**src/rtl/cale_de_date_div.sv**
```systemverilog
// Sequential restoring divider: unsigned OpA / OpB, one quotient bit per clock.
// load starts an operation from IDLE or DONE, busy marks RUN, ready marks DONE.
module cale_de_date_div #(
  parameter int width = 8
) (
  input  logic             clk,
  input  logic             reset,
  input  logic             load,
  input  logic [width-1:0] OpA,
  input  logic [width-1:0] OpB,
  output logic [width-1:0] quot,
  output logic [width-1:0] rem,
  output logic             busy,
  output logic             ready,
  output logic             div_zero,
  output logic [1:0]       state_dbg
);

  localparam int CW = $clog2(width + 1);
  localparam logic [CW-1:0] CNT_LAST = CW'(width - 1);

  typedef enum logic [1:0] {
    S_IDLE = 2'd0,
    S_RUN  = 2'd1,
    S_DONE = 2'd2
  } state_e;

  // Handshake: load is accepted on any rising edge where state is IDLE or DONE;
  // it is ignored in RUN. ready is high exactly while quot/rem/div_zero are valid.
  state_e state_q, state_d;

  logic [width-1:0] a_q, b_q;
  logic [width:0]   r_q;
  logic [CW-1:0]    cnt_q;
  logic [width-1:0] quot_q, rem_q;
  logic             dz_q;

  logic             accept;
  logic             last_iter;
  logic [width:0]   rs;
  logic [width:0]   diff;
  logic             ge;
  logic [width:0]   r_nxt;
  logic [width-1:0] a_nxt;

  assign accept    = load && (state_q != S_RUN);
  assign last_iter = (cnt_q == CNT_LAST);

  // A carry out of R would also mean Rs >= B; folding it in keeps R's top bit live.
  assign rs    = {r_q[width-1:0], a_q[width-1]};
  assign diff  = rs - {1'b0, b_q};
  assign ge    = r_q[width] || (rs >= {1'b0, b_q});
  assign r_nxt = ge ? diff : rs;
  assign a_nxt = {a_q[width-2:0], ge};

  always_ff @(posedge clk or negedge reset) begin
    if (!reset) begin
      state_q <= S_IDLE;
    end else begin
      state_q <= state_d;
    end
  end

  always_comb begin
    state_d = state_q;
    case (state_q)
      S_IDLE, S_DONE: begin
        if (load) begin
          state_d = (OpB == '0) ? S_DONE : S_RUN;
        end
      end
      S_RUN: begin
        if (last_iter) begin
          state_d = S_DONE;
        end
      end
      default: state_d = S_IDLE;
    endcase
  end

  always_comb begin
    busy      = (state_q == S_RUN);
    ready     = (state_q == S_DONE);
    state_dbg = state_q;
  end

  always_ff @(posedge clk or negedge reset) begin
    if (!reset) begin
      a_q    <= '0;
      b_q    <= '0;
      r_q    <= '0;
      cnt_q  <= '0;
      quot_q <= '0;
      rem_q  <= '0;
      dz_q   <= 1'b0;
    end else if (accept) begin
      if (OpB != '0) begin
        a_q   <= OpA;
        b_q   <= OpB;
        r_q   <= '0;
        cnt_q <= '0;
      end else begin
        quot_q <= '1;
        rem_q  <= OpA;
        dz_q   <= 1'b1;
      end
    end else if (state_q == S_RUN) begin
      a_q   <= a_nxt;
      r_q   <= r_nxt;
      cnt_q <= cnt_q + CW'(1);
      // Outputs only ever change here, so RUN never exposes partial values.
      if (last_iter) begin
        quot_q <= a_nxt;
        rem_q  <= r_nxt[width-1:0];
        dz_q   <= 1'b0;
      end
    end
  end

  assign quot     = quot_q;
  assign rem      = rem_q;
  assign div_zero = dz_q;

endmodule

```
**config.mk**
```make
export PLATFORM = sky130hd
export DESIGN_NAME = cale_de_date_div
export DESIGN_NICKNAME = d
export VERILOG_FILES = /design/src/rtl/cale_de_date_div.sv
export SDC_FILE = /design/constraint.sdc
export NUM_CORES = 1
export LEC_CHECK = 0
export CAP_MARGIN = 25
export CORE_MARGIN = 2
export CORE_UTILIZATION = 25
export CTS_BUF_LIST = sky130_fd_sc_hd__clkbuf_8
export CTS_CLUSTER_DIAMETER = 150
export DETAILED_ROUTE_END_ITERATION = 6
export HOLD_SLACK_MARGIN = 0.05
export SYNTH_ARGS = -nofsm -noshare
export SYNTH_HDL_FRONTEND = slang
export SYNTH_SLANG_ARGS = --single-unit
```
**constraint.sdc**
```tcl
create_clock -name clk -period 5.15 [get_ports clk]
set_input_delay 1.545 -clock clk [delete_from_list [all_inputs] [get_ports clk]]
set_output_delay 1.545 -clock clk [all_outputs]
set_load 0.005 [all_outputs]
```
* After elaboration in Yosys (flattened, before gate mapping)
Cells that the tools add are included.
Cells by class: muxes and demuxes 26, $add $sub $neg 2, eq/ne operators 8, magnitude comparators 1, reduce and logical (&&, ||, !) cells 12
Operators by type and width (count):
- 8-bit 2-to-1 mux | 11
- 9-bit 2-to-1 mux | 4
- 4-bit 2-to-1 mux | 3
- 9-bit by 8-bit >= comparator with 1-bit output | 1
- 9-bit by 8-bit subtractor with 9-bit output | 1
- 8-bit zero test | 1
- 8-bit nonzero test | 1
- 2-bit 2-to-1 mux | 3
- 2-bit by 1-bit != test with 1-bit output, second input constant | 3
- 2-bit AND reduction | 3
- 4-bit by 1-bit adder with 4-bit output, second input constant | 1
- 4-bit by 3-bit == test with 1-bit output, second input constant | 1
- 1-bit 2-to-1 mux | 4
- 2-bit != test, second input constant | 2
- 2-bit case mux with 2 select lines | 1
- 2-bit nonzero test | 2
- 3-bit AND reduction | 1
- 2-bit by 1-bit == test with 1-bit output, second input constant | 1
- 2-bit == test, second input constant | 1
- 2-bit zero test | 1
- 2-bit OR reduction | 1
- 1-bit logical AND | 1
- 1-bit logical OR | 1
Storage, ports and cells: logic and storage cells 57, flip-flop bits (word level) 48, output and inout bits 21

* Longest topological paths before layout
word-level depth 6, mapped depth 9

* Least setup slack after synthesis
Ideal clock, no wire load.
kind in2reg, start point input OpB[5], end point register r_q[2], data required time 5.055 ns, data arrival time 2.614 ns, path slack 2.441 ns, stages on the path 6, buffers on the path 1, path through nor4_2 > nand2_1 > a21oi_2 > buf_4 > nand2_1 > o31ai_1
On the way: cells in the longest elaborated chain, start to end 3
RTL lines:
- start, declared | RTL line 10 | input logic [width-1:0] OpB,
- 8-bit nonzero test | RTL line 97 | if (OpB != '0) begin
- 2-bit by 1-bit != test with 1-bit output (no source line)
- 2-bit AND reduction (no source line)
- end signal, assigned | RTL line 109 | r_q <= r_nxt;
- end, declared | RTL line 33 | logic [width:0] r_q;
Every way passes these cells. A chain may end at the register's enable or synchronous reset.

* Worst setup path after layout
start point register state_q[1], in the netlist state_dbg[1], end point output busy
On the way: cells in the longest elaborated chain, start to end 1
RTL lines:
- start, declared | RTL line 30 | state_e state_q, state_d;
- start signal, assigned | RTL line 60 | state_q <= state_d;
- 2-bit by 1-bit == test with 1-bit output | RTL line 82 | busy = (state_q == S_RUN);
- end, declared | RTL line 13 | output logic busy,
Every way passes these cells.

==> results.md <==
Clock network:
- TritonCTS built the clock tree.
- The source-to-sink clock delay at the later pin of the worst-skew pair is just over 0.3 ns.
- The total of cells resized after clock tree synthesis is 0.
- No sink is reached through more buffers than the 2 on the longest clock path.
- The number of buffers inserted during clock tree synthesis is 5.
- Clock-pin slew was measured on the worst setup and hold paths at 0.09 ns.
- The hold buffer count at CTS is 0.
- Counting every sink on the clock net gives 48.
- The clock tree root buffer cell is clkbuf_8.
- The clock tree synthesis step divided the H-tree into 2 levels.
- The buffers inserted during post-CTS setup optimization is 0.

Timing:
- Setup repair after global routing left no endpoint under its margin.
- The final number of setup-violating endpoints is 0.
- The final critical delay including setup and external delays is roughly 3.8 ns.
- The setup TNS is 0 ns.
- For the pin with the worst max-slew slack, the measured transition is 0.937 ns.
- The period utilization is between 70% and 80%.
- The count of final max-slew check failures was 0.
- The final worst clock skew is about 0.0095 ns.
- The highest attainable clock frequency is between 200 and 300 MHz.
- The worst pin sits at a relative slew slack of a little under two fifths.
- The number of hold violations in the final report came to 0.

Synthesis:
- The count of mapped cells out of synthesis is 297.
- The total number of yosys warnings is 0.
- The mapped cell area is approximately 2700 um2.
- The largest area contributor in the synthesized netlist is dfrtp_1.
- The number of nets in the synthesized netlist is approximately 330.
- Sequential cells were found to cover between 40% and 50% of the synthesized design area.
- The unique cell type count in the Yosys netlist is between 40 and 50.
- The top cell type's share of synthesized area is roughly 44%.
- The post-synthesis register bit count is 48.
- By area the synthesized netlist is led by dfrtp_1 44%, nand2_1 6.4%, nor3_1 4.4%.
- Dividing the synthesized area by the synthesized cell count gives 9.12 um2.

Global routing:
- The total routing usage reported by global routing is between 10% and 20%.
- Summed over all layers, the global routing overflow is 0.
- The number of antenna violations at the first check in global routing came to 0.
- The first global-routing pass estimated 11,300 um of wire.
- The pin count of the biggest net entering global routing is 31.
- The via count of the first global-routing pass is between 2,000 and 2,500.

Placement:
- At the end of routability-driven placement, the weighted congestion stood at 0.819.
- The HPWL after detailed placement is between 5000 and 6000 um.
- After detailed placement, the total cell area comes to ~3200 um2.
- The count of port buffers added during placement is 39.

Finish:
- Relative to the synthesized area, the layout overhead comes to 23.6%.
- The fraction of layout cells with a size suffix above 1 is a little under a tenth.
- Summing all non-filler instances in the final layout gives an area of between 3000 and 4000 um2.
- Leaving out fill and tap cells, the most frequent cells in the layout are 48 x dfrtp_1, 46 x nand2_1, 38 x clkdlybuf4s50_1, 23 x nor3_1, 18 x nor2_1.
- After the last flow step, the layout net total stands at 360.
- The library cell used most frequently in the layout, excluding fill and tap cells, is dfrtp_1.
- The filler cells instantiated in the layout total approximately 1,100.
- 0 antenna diodes ended up in the layout.

Flow run:
- Across the run, the number of max-cap violations was 0.

Routing:
- The via count of the routed design is roughly 2,300.
- The number of iterations in the first detailed-routing pass is 4.
- The routed length per placed instance is 14.5 um.
- Once detail routing completed, the nets flagged for antenna violations numbered 0.
- The remaining routing DRC violations is 0.
- The DRC marker count from the first detailed-route iteration is approximately 130.
- The final wirelength is around 6900 um.
- The via-per-instance ratio is 4.85.

Setup path:
- For the worst setup path, the data arrival time is about 2.3 ns.
- The startpoint of the worst-slack reg-to-reg timing path is state_dbg[1].
- Counting cells, the worst reg-to-reg path comes to 6.
- For flop-to-flop paths, the worst setup slack is between 2 and 3 ns.
- Of all nets on the critical path, the largest fanout is 14.
- The critical setup path kind is flip-flop to output pin.
- In this run the critical register-to-register path is captured at b_q[3].
- The critical path launch point type is a flip-flop.
- STA classifies the critical path endpoint as an output pin.
- Data on the critical path is required at its endpoint by around 3.6 ns.

Hold path:
- The worst hold path begins at b_q[2].
- The sink of the worst hold path is b_q[2].
- The path class of the tightest hold or removal check is flip-flop to flip-flop.
- The number of instances on the worst hold path is 2.

Power and ir drop:
- The leakage power is ~1.4 nW.
- The maximum ir drop on the vdd rail is between 200 and 300 uV.
- The power density of the placed cells is between 700 and 800 nW/um2.

Floorplan:
- The floorplan step set the die width to about 110 um.
- The initial standard-cell utilization of the core is approximately 25%.
- The die height is around 110 um.
- The area inside the core boundary is approximately 11,000 um2.
- The number of cell rows is 38.
- The total I/O pin count is 40.
- The area enclosed by the die boundary is around 12,000 um2.

Run status:
- The flow ran to the end, and the final reports show no timing, DRC or antenna violations.
[cell usage after synthesis, drive strengths merged]
| library cell | instances |
|---|---|
| or3b | 5 |
| nand2b | 3 |
| nor4 | 2 |
| xnor2 | 1 |
| dfrtp | 48 |
| nand2 | 46 |
| ha | 9 |
| fa | 1 |
| or4 | 1 |
| nand3 | 9 |
| nor3 | 24 |
| or3 | 2 |
| a32oi | 1 |
| a211oi | 5 |
| a31oi | 7 |
| buf | 12 |
| o311ai | 1 |
| o21a | 2 |
| inv | 12 |
| o31ai | 3 |
| clkbuf | 4 |
| nor2 | 22 |
| o221a | 1 |
| o21ai | 26 |
| nor4b | 1 |
| a211o | 1 |
| o211a | 2 |
| and2 | 1 |
| a22o | 3 |
| xor2 | 4 |
| nand4 | 4 |
| a32o | 4 |
| a21oi | 13 |
| mux2i | 7 |
| a21o | 3 |
| o211ai | 1 |
| o22ai | 3 |
| nor2b | 1 |
| nand3b | 1 |
| o41ai | 1 |
[cell type report]
cell class | instances | area, um2 | area share (%)
inverter | 12 | 45.0 | 1.34
sequential | 48 | 1200 | 35.8
multi-input combinational | 221 | 1380 | 41.2
clock buffer | 6 | 82.6 | 2.46
clock inverter | 2 | 38.8 | 1.16
tap | 140 | 175 | 5.23
timing repair buffer | 43 | 428 | 12.8
[worst max path at each step]
stage            startpoint  endpoint  slack [ns]  depth (start not counted)
2_1_floorplan        OpB[5]    r_q[2]        2.44                          6
3_3_place_gp         OpB[5]    rem[7]        1.56                          6
3_5_place_dp           load    b_q[3]        1.56                          6
4_1_cts        state_dbg[1]      busy        1.34                          3
5_1_grt        state_dbg[1]      busy        1.26                          3
6_report       state_dbg[1]      busy        1.35                          3
[registers in the layout (all words and copies together) (netlist names)]
signal,cells
rem,8
state_dbg,2
b_q,8
div_zero,1
r_q,9
quot,8
cnt_q,4
a_q,8
[through the flow]
step / hold WS, ns / total power [mW] / instances / worst slack, ns / util, %
6_report: 0.490 / 2.50 / 472 / 1.35 / 31.3
5_1_grt: 0.514 / 2.72 / 472 / 1.26 / 31.3
4_1_cts: 0.492 / 2.51 / 472 / 1.34 / 31.3
3_5_place_dp: 0.469 / 2.21 / 464 / 1.56 / 30.2
3_3_place_gp: 0.466 / 2.18 / 463 / 1.56 / 30.0
2_1_floorplan: 0.446 / 1.79 / 297 / 2.44 / -
[power by group]
group	internal (mW)	switching, mW	leakage [nW]
clock network	0.159	0.134	0.0614
registers	0.572	0.143	0.573
logic	0.660	0.828	0.737
[routing by layer]
metal  track usage [%]  wire, um  vias to the layer above
met5                 0         0                        -
met4              3.39        67                        0
met3              2.05       287                        4
met2              20.1      3310                       45
met1              16.7      3200                     1105
li1                  -         -                     1137
[cell families (layout without fill, tap and decap cells)]
kind of cell,count (synthesis),count (layout),synth area share [%]
AOI/OAI and AO/OA,77,77,19.8
xor gates and xnor gates,5,5,1.62
adders and majority gates,10,10,4.89
buffers and inverters,28,63,4.94
DFF,48,48,44.3
muxes,7,7,2.59
and+or+nand+nor,122,122,21.8
[worst max-delay path, stage by stage, from the launching register on]
cell and delay [ns]:
dfrtp_1 0.41, nand2b_1 0.40, inv_1 0.53, clkdlybuf4s50_1 0.61
Note: power is estimated with default switching activity, not from simulation.
